--- src/rtl/vector_loader_pkg.sv ---
// rtl/vector_loader_pkg.sv - shared state encoding and width constants for vector_loader
package vector_loader_pkg;

  localparam int DEFAULT_WORD_W = 32;

  typedef enum logic [1:0] {
    IDLE = 2'd0,
    LOAD = 2'd1,
    FULL = 2'd2
  } vl_state_t;

  // Slot index width; a single-slot vector still needs a 1-bit index.
  function automatic int idx_width(input int len);
    return (len > 1) ? $clog2(len) : 1;
  endfunction

endpackage

--- src/rtl/vector_loader_idx.sv ---
// rtl/vector_loader_idx.sv - saturating slot index counter for vector_loader
module vector_loader_idx
  import vector_loader_pkg::*;
#(
  parameter int LEN = 10,
  localparam int IDX_W = idx_width(LEN)
) (
  input  logic             clk,
  input  logic             rst,
  input  logic             inc,
  input  logic             clr,
  output logic [IDX_W-1:0] idx,
  output logic             at_last
);

  assign at_last = (idx == IDX_W'(LEN - 1));

  // Advance one slot per write, saturating at the last slot; clear returns to slot 0.
  always_ff @(posedge clk) begin
    if (rst) begin
      idx <= '0;
    end else if (clr) begin
      idx <= '0;
    end else if (inc && !at_last) begin
      idx <= idx + 1'b1;
    end
  end

endmodule

--- src/rtl/vector_loader.sv ---
// rtl/vector_loader.sv - packs a stream of words into a LEN-element vector (option: VECTOR_LOADER_LAST_CHECK_EN)
module vector_loader
  import vector_loader_pkg::*;
#(
  parameter int WORD_W = DEFAULT_WORD_W,
  parameter int LEN    = 10
) (
  input  logic                  clk,
  input  logic                  rst,
  input  logic                  in_valid,
  output logic                  in_ready,
  input  logic [WORD_W-1:0]     in_data,
  input  logic                  in_last,
  input  logic                  clear,
  output logic [WORD_W*LEN-1:0] out_vec,
  output logic                  done,
  output logic                  err_len
);

  localparam int IDX_W = idx_width(LEN);

  vl_state_t        state;
  vl_state_t        state_nxt;
  logic [IDX_W-1:0] idx;
  logic             at_last;
  logic             xfer;
  logic             wr;
  logic [LEN-1:0]   slot_we;

  // FULL is the only state that refuses words, so ready is purely state-derived.
  assign in_ready = (state != FULL);
  assign done     = (state == FULL);
  assign xfer     = in_valid && in_ready;
  // A clear in the same cycle drops the word.
  assign wr       = xfer && !clear;

  // State register.
  always_ff @(posedge clk) begin
    if (rst) begin
      state <= IDLE;
    end else begin
      state <= state_nxt;
    end
  end

  // Next-state: first word leaves IDLE, the write into the last slot enters FULL.
  always_comb begin
    state_nxt = state;
    if (clear) begin
      state_nxt = IDLE;
    end else begin
      case (state)
        IDLE:    if (xfer) state_nxt = at_last ? FULL : LOAD;
        LOAD:    if (xfer && at_last) state_nxt = FULL;
        FULL:    state_nxt = FULL;
        default: state_nxt = IDLE;
      endcase
    end
  end

  vector_loader_idx #(
    .LEN (LEN)
  ) u_idx (
    .clk     (clk),
    .rst     (rst),
    .inc     (wr),
    .clr     (clear),
    .idx     (idx),
    .at_last (at_last)
  );

  // One write-enable per slot, selected by the current index.
  always_comb begin
    slot_we = '0;
    for (int i = 0; i < LEN; i++) begin
      slot_we[i] = wr && (idx == IDX_W'(i));
    end
  end

  // Slot storage: only the enabled slot changes, the rest keep their old contents.
  always_ff @(posedge clk) begin
    if (rst) begin
      out_vec <= '0;
    end else begin
      for (int i = 0; i < LEN; i++) begin
        if (slot_we[i]) begin
          out_vec[WORD_W*i +: WORD_W] <= in_data;
        end
      end
    end
  end

`ifdef VECTOR_LOADER_LAST_CHECK_EN
  logic err_q;

  // Sticky flag: in_last must coincide exactly with the write into the last slot.
  always_ff @(posedge clk) begin
    if (rst || clear) begin
      err_q <= 1'b0;
    end else if (wr && (in_last != at_last)) begin
      err_q <= 1'b1;
    end
  end

  assign err_len = err_q;
`else
  logic unused_in_last;

  assign unused_in_last = in_last;
  assign err_len        = 1'b0;
`endif

endmodule

--- config.mk ---
export PLATFORM = sky130hd
export DESIGN_NAME = vector_loader
export DESIGN_NICKNAME = d
export VERILOG_FILES = /design/src/rtl/vector_loader_pkg.sv /design/src/rtl/vector_loader_idx.sv /design/src/rtl/vector_loader.sv
export SDC_FILE = /design/constraint.sdc
export NUM_CORES = 1
export LEC_CHECK = 0
export BUFFER_PORTS_ARGS = -buffer_cell sky130_fd_sc_hd__buf_2
export CAP_MARGIN = 20
export CORE_MARGIN = 2
export CORE_UTILIZATION = 55
export DETAILED_ROUTE_END_ITERATION = 6
export PLACE_DENSITY = 0.92
export SLEW_MARGIN = 30
export SYNTH_ARGS = -nofsm -noshare
export SYNTH_HDL_FRONTEND = slang
export SYNTH_SLANG_ARGS = --single-unit
--- constraint.sdc ---
create_clock -name clk -period 3.23 [get_ports clk]
set_input_delay 0.646 -clock clk [delete_from_list [all_inputs] [get_ports clk]]
set_output_delay 0.646 -clock clk [all_outputs]
set_load 0.05 [all_outputs]
### After elaboration in Yosys (flattened, before gate mapping)

Cells that the tools add are included.
W data, S select, Z words.

| storage, ports and cells | value |
|---|---|
| logic and storage cells | 51 |
| input bits | 37 |
| bits in registers | 326 |

| operators by class | value |
|---|---|
| $add $sub $neg | 1 |
| reductions and logical operators | 20 |
| equal/unequal tests | 14 |
| muxes and demuxes | 4 |

Operator list:

| kind | count |
|---|---|
| $eq A4 B3 Y1 const B | 4 |
| $logic_and A1 B1 Y1 | 14 |
| $eq A4 B2 Y1 const B | 2 |
| $eq A4 B4 Y1 const B | 2 |
| $mux W2 | 3 |
| $ne A2 B2 Y1 const B | 3 |
| $pmux W2 S3 | 1 |
| $add A4 B1 Y4 const B | 1 |
| $eq A4 B1 Y1 const B | 1 |
| $logic_not A4 Y1 | 1 |
| $eq A2 B1 Y1 const B | 1 |
| $eq A2 B2 Y1 const B | 1 |
| $logic_not A1 Y1 | 2 |
| $logic_not A2 Y1 | 1 |
| $reduce_and A2 Y1 | 1 |
| $reduce_or A2 Y1 | 1 |

### Logic depth before layout (Yosys ltp)

| logic depth | value |
|---|---|
| depth in word-level cells | 5 |
| mapped depth | 9 |
| mapped depth without buffers | 6 |

### Hierarchy

From an unflattened synthesis, not the netlist that was laid out.

| unflattened totals | value |
|---|---|
| cell total of the unflattened synthesis | 1495 |
| area, all modules | 12162.9 µm² |

By module, submodules not included:

| module | sequential area each (µm²) | cells each | instances | area an instance (µm²) |
|---|---|---|---|---|
| vector_loader | 6446.2 | 1472 | 1 | 11944.0 |
| vector_loader_idx | 80.1 | 23 | 1 | 219.0 |

### Worst setup path after synthesis

Ideal clock, no wire load.

| path | value |
|---|---|
| kind | reg-to-reg |
| start point | register state[0] |
| end point | register out_vec[163] |
| library setup time | 143 ps |
| clock period less this slack | 1770 ps |
| cell stages (with the launch flop) | 10 |
| arrival | 1627 ps |
| required time | 3087 ps |
| buffers on the path | 3 |
| path slack | 1460 ps |
| path through | dfxtp_1 inv_1 ha_1 nor3b_4 buf_6 buf_6 nand3_4 buf_6 nand2_1 a21oi_2 |

| between the ends | value |
|---|---|
| cells in the longest elaborated chain, start to end | 4 |

RTL lines:

| item | RTL line | source |
|---|---|---|
| start: declaration | vector_loader.sv:22 | `vl_state_t state;` |
| start signal: assignment | vector_loader.sv:42 | `state <= state_nxt;` |
| $ne A2 B2 Y1 | vector_loader.sv:31 | `assign in_ready = (state != FULL);` |
| $logic_and A1 B1 Y1 | vector_loader.sv:33 | `assign xfer = in_valid && in_ready;` |
| $logic_and A1 B1 Y1 | vector_loader.sv:35 | `assign wr = xfer && !clear;` |
| $logic_and A1 B1 Y1 | vector_loader.sv:76 | `slot_we[i] = wr && (idx == IDX_W'(i));` |
| end signal: indexed assignment | vector_loader.sv:87 | `out_vec[WORD_W*i +: WORD_W] <= in_data;` |
| end: declaration | vector_loader.sv:15 | `output logic [WORD_W*LEN-1:0] out_vec,` |

Every way passes these cells.
A chain may end at the register's enable or synchronous reset.

### Final worst setup path

| path | value |
|---|---|
| start point | register state[0] |
| end point | register out_vec[231] |

Same word-level chain as after synthesis.

==> implementation parameters <==
Parameter                              Value

Run status
  Result of the run    completed

Layout
  Sequential Area    between 0.006 and 0.007 sq mm
  Fillers    approximately 1.6k
  Inserted Diodes    0
  Post-layout utilization of the core    about 68%
  Final layout net count    1811
  Number of cells in the finished layout apart from fillers    roughly 2.1k
  Area occupied by multi-input gates    0.00470 sq mm
  Area of all placed cells without fillers    around 0.015 sq mm
  Layout cell share with drive strength beyond 1    ~28%
  Relative area change from synthesis to final layout    21.7%

Synth
  Xor and xnor fraction of the mapped netlist area    less than 1%
  Number of synthesis warnings    0
  Net count of the mapped netlist    ~1.5k
  Yosys top cell area share    between 50% and 60%
  Post-synthesis area per instance    about 8 sq um
  Seq cells post-synth    326
  Top_reg_cell synth    sky130_fd_sc_hd__dfxtp_1
  Synth cell types    31
  Synth Area in Compound Gates    ~15%
  Area contributors post-synth    sky130_fd_sc_hd__dfxtp_1 54%, sky130_fd_sc_hd__nand2_1 20%, sky130_fd_sc_hd__a21oi_1 11%
  Netlist area before placement    0.0121 sq mm
  Top cell type by total area after synthesis    sky130_fd_sc_hd__dfxtp_1
  Number of instances in the synthesized netlist    1491
  Number of enable flip-flop cells after synthesis    0
  Arithmetic-cell share of the synthesized area counting full adders, half adders and majority gates    0.928%
  Multiplexer area fraction after synthesis    0%
  Sequential element share of the synthesized area    a little over half
  Simple-gate share of the synthesized area    around 22%
  Ys async rst share    0%
  Combinational family with the most area after synthesis    simple AND/OR/NAND/NOR gates

Timing
  Setup total negative slack    0 ps
  Final-report hold violation count    0
  Measured slew at the worst slew-check pin    between 700 and 800 ps
  Setup violators final    0
  Final Slew Violations    0
  Worst slew margin relative to its limit    approximately half
  Final cycle utilization of the critical path    around 90%
  Setup slack of the critical path after layout    399 ps
  Maximum clock frequency    around 350 MHz
  Setup repair after global routing missed its margin    false
  Min Clock Period, post-route    between 2000 and 3000 ps
  Post-route clock skew    approximately 27 ps

Critical path
  Startpoint type of the worst setup path    flop
  Critical path required time    ~3700 ps
  Largest fanout of any net on the critical path    21
  Arrival @ worst endpoint    around 3300 ps
  Kind of end point of the critical path    flop
  Critical path start-end classification    reg2reg

Drt
  Post-detailed-route count of antenna-violating nets    0
  Met2 WL post-DR    18500 microns
  Detailed route wirelength on metal3    4180 microns
  First-pass detailed-route iteration total    5
  Routed length on met1    between 10000 and 15000 microns
  Wirelength, routed    39000 microns
  Detailed-route via count    11.7k
  Number of remaining DRC errors    0
  Via density    roughly 5.6
  Initial detailed-routing violation count    approximately 980
  Detail-routed net length per standard cell    18.8 microns
  Highest metal layer with signal wires    met4

Placed design
  Dpl cells    around 2.0k
  Dpl hpwl    ~25000 microns
  Last weighted congestion value of the routability-driven placer    roughly 0.87
  Placed standard-cell area    0.0137 sq mm
  Quantity of I/O buffers inserted on ports    357
  Post-placement setup slack    about 460 ps

Clock network
  Skew-Pair Late Insertion Delay    ~520 ps
  Level count of the clock H-tree    2
  CTS clk-pin slew, worst paths    60 ps
  Post-cts gate resize count    0
  TritonCTS clock tree    yes
  Cell chosen for the clock root    sky130_fd_sc_hd__clkbuf_16
  Hold buffers post-CTS    0
  Total clock buffers created by CTS    34
  Post CTS Setup Buffer Count    0
  # clock sinks    around 330
  Max clock buf depth    3

Die
  Width of the die    roughly 150 microns
  Y dimension of the die    ~150 microns
  Initial standard-cell utilization of the core    55.8%
  I/O pin count    360
  Area of the die    roughly 0.023 sq mm
  Core box area    between 0.02 and 0.025 sq mm
  Placement row count    54

Pwr
  Leak    6.11 nW
  Power density cells    approximately 560 mW/mm^2
  VDD IR-drop max    roughly 0.00060 V

GRT
  Vias in the first global route    ~11k
  Antenna violations before repair    0
  Largest net degree at the start of global routing    around 110
  Total congestion overflow after global routing    0
  Global-route wire length before repair    about 60000 microns
  Total routing resource utilization after global routing    ~32%

Min path
  Class of the most critical hold timing path    reg2reg

Flow run
  Count of max-cap constraint violations    0
==> registers in the layout (all words and copies together) (netlist names) <==
signal / cells
out_vec: 320
u_idx.idx: 4
state: 2
==> critical path, stage by stage (launching register included) <==
cell and delay (ps):
sky130_fd_sc_hd__dfxtp_1 360, sky130_fd_sc_hd__inv_1 110, sky130_fd_sc_hd__ha_1 270, sky130_fd_sc_hd__nor3b_4 600
sky130_fd_sc_hd__buf_4 290, sky130_fd_sc_hd__and3_1 590, sky130_fd_sc_hd__buf_12 250, sky130_fd_sc_hd__nand2_1 90
sky130_fd_sc_hd__a21oi_1 180
==> cells by family (layout without fill, tap and decap cells) <==
family | Yosys count | after routing
AOI/OAI and AO/OA | 325 | 325
xor gates and xnor gates | 3 | 3
adders and majority gates | 9 | 9
buffers and inverters | 147 | 446
DFF | 326 | 326
other | 1 | 1
and+or+nand+nor | 680 | 680
==> cell type report <==
cell class                 count  area share (%)
clock buffer                  49            6.55
clock inverter                12           0.932
sequential                   326            44.2
timing repair buffer         380            13.9
inverter                       5           0.127
multi-input combinational   1018            31.9
tap                          280            2.37
==> per-stage QoR <==
step | hold slack [ps] | power (mW)
2_1_floorplan | 482 | 4.42
3_3_place_gp | 438 | 4.52
3_5_place_dp | 443 | 4.53
4_1_cts | 450 | 8.33
5_1_grt | 469 | 8.54
6_report | 450 | 8.30
==> where the power goes <==
part	switching (mW)	internal, mW
Sequential	0.0135	4.05
Clock	1.59	2.26
Combinational	0.317	0.0714
Total	1.92	6.38
==> cells in the final DEF (no fill, tap or decap), types with 3 or more instances in the layout <==
cell / count
sky130_fd_sc_hd__a21oi_1: 270
sky130_fd_sc_hd__a21oi_2: 52
sky130_fd_sc_hd__and3_1: 11
sky130_fd_sc_hd__buf_12: 7
sky130_fd_sc_hd__buf_2: 356
sky130_fd_sc_hd__buf_4: 16
sky130_fd_sc_hd__clkbuf_1: 9
sky130_fd_sc_hd__clkbuf_16: 34
sky130_fd_sc_hd__clkbuf_8: 6
sky130_fd_sc_hd__clkinv_2: 4
sky130_fd_sc_hd__dfxtp_1: 326
sky130_fd_sc_hd__ha_1: 9
sky130_fd_sc_hd__inv_1: 5
sky130_fd_sc_hd__inv_6: 3
sky130_fd_sc_hd__nand2_1: 643
sky130_fd_sc_hd__nand3_1: 5
sky130_fd_sc_hd__nand3_4: 6
sky130_fd_sc_hd__nor2_1: 4
==> path summary, 6_finish.rpt <==
check        cells after the start        start  slack, ps            to
max                              8     state[0]        400  out_vec[231]
min                              2  out_vec[64]        450   out_vec[64]
max reg2reg                      8     state[0]        400  out_vec[231]
min reg2reg                      2  out_vec[64]        450   out_vec[64]
==> synth_stat cells, types with 2 or more instances <==
library cell,n
sky130_fd_sc_hd__buf_4,20
sky130_fd_sc_hd__ha_1,9
sky130_fd_sc_hd__a21oi_2,52
sky130_fd_sc_hd__xor2_1,2
sky130_fd_sc_hd__and3_1,11
sky130_fd_sc_hd__nand3_4,6
sky130_fd_sc_hd__nand3_1,5
sky130_fd_sc_hd__buf_2,56
sky130_fd_sc_hd__dfxtp_1,326
sky130_fd_sc_hd__a21oi_1,270
sky130_fd_sc_hd__buf_6,27
sky130_fd_sc_hd__nor2_1,4
sky130_fd_sc_hd__nand2_1,643
sky130_fd_sc_hd__inv_1,5
sky130_fd_sc_hd__clkbuf_1,39
==> metal layers <==
layer	vias to the layer above	track usage [%]
li1	5285	-
met1	5449	37.5
met2	757	54.6
met3	182	7.65
met4	0	16.8
met5	-	0
Note: power is estimated with default switching activity, not from simulation.
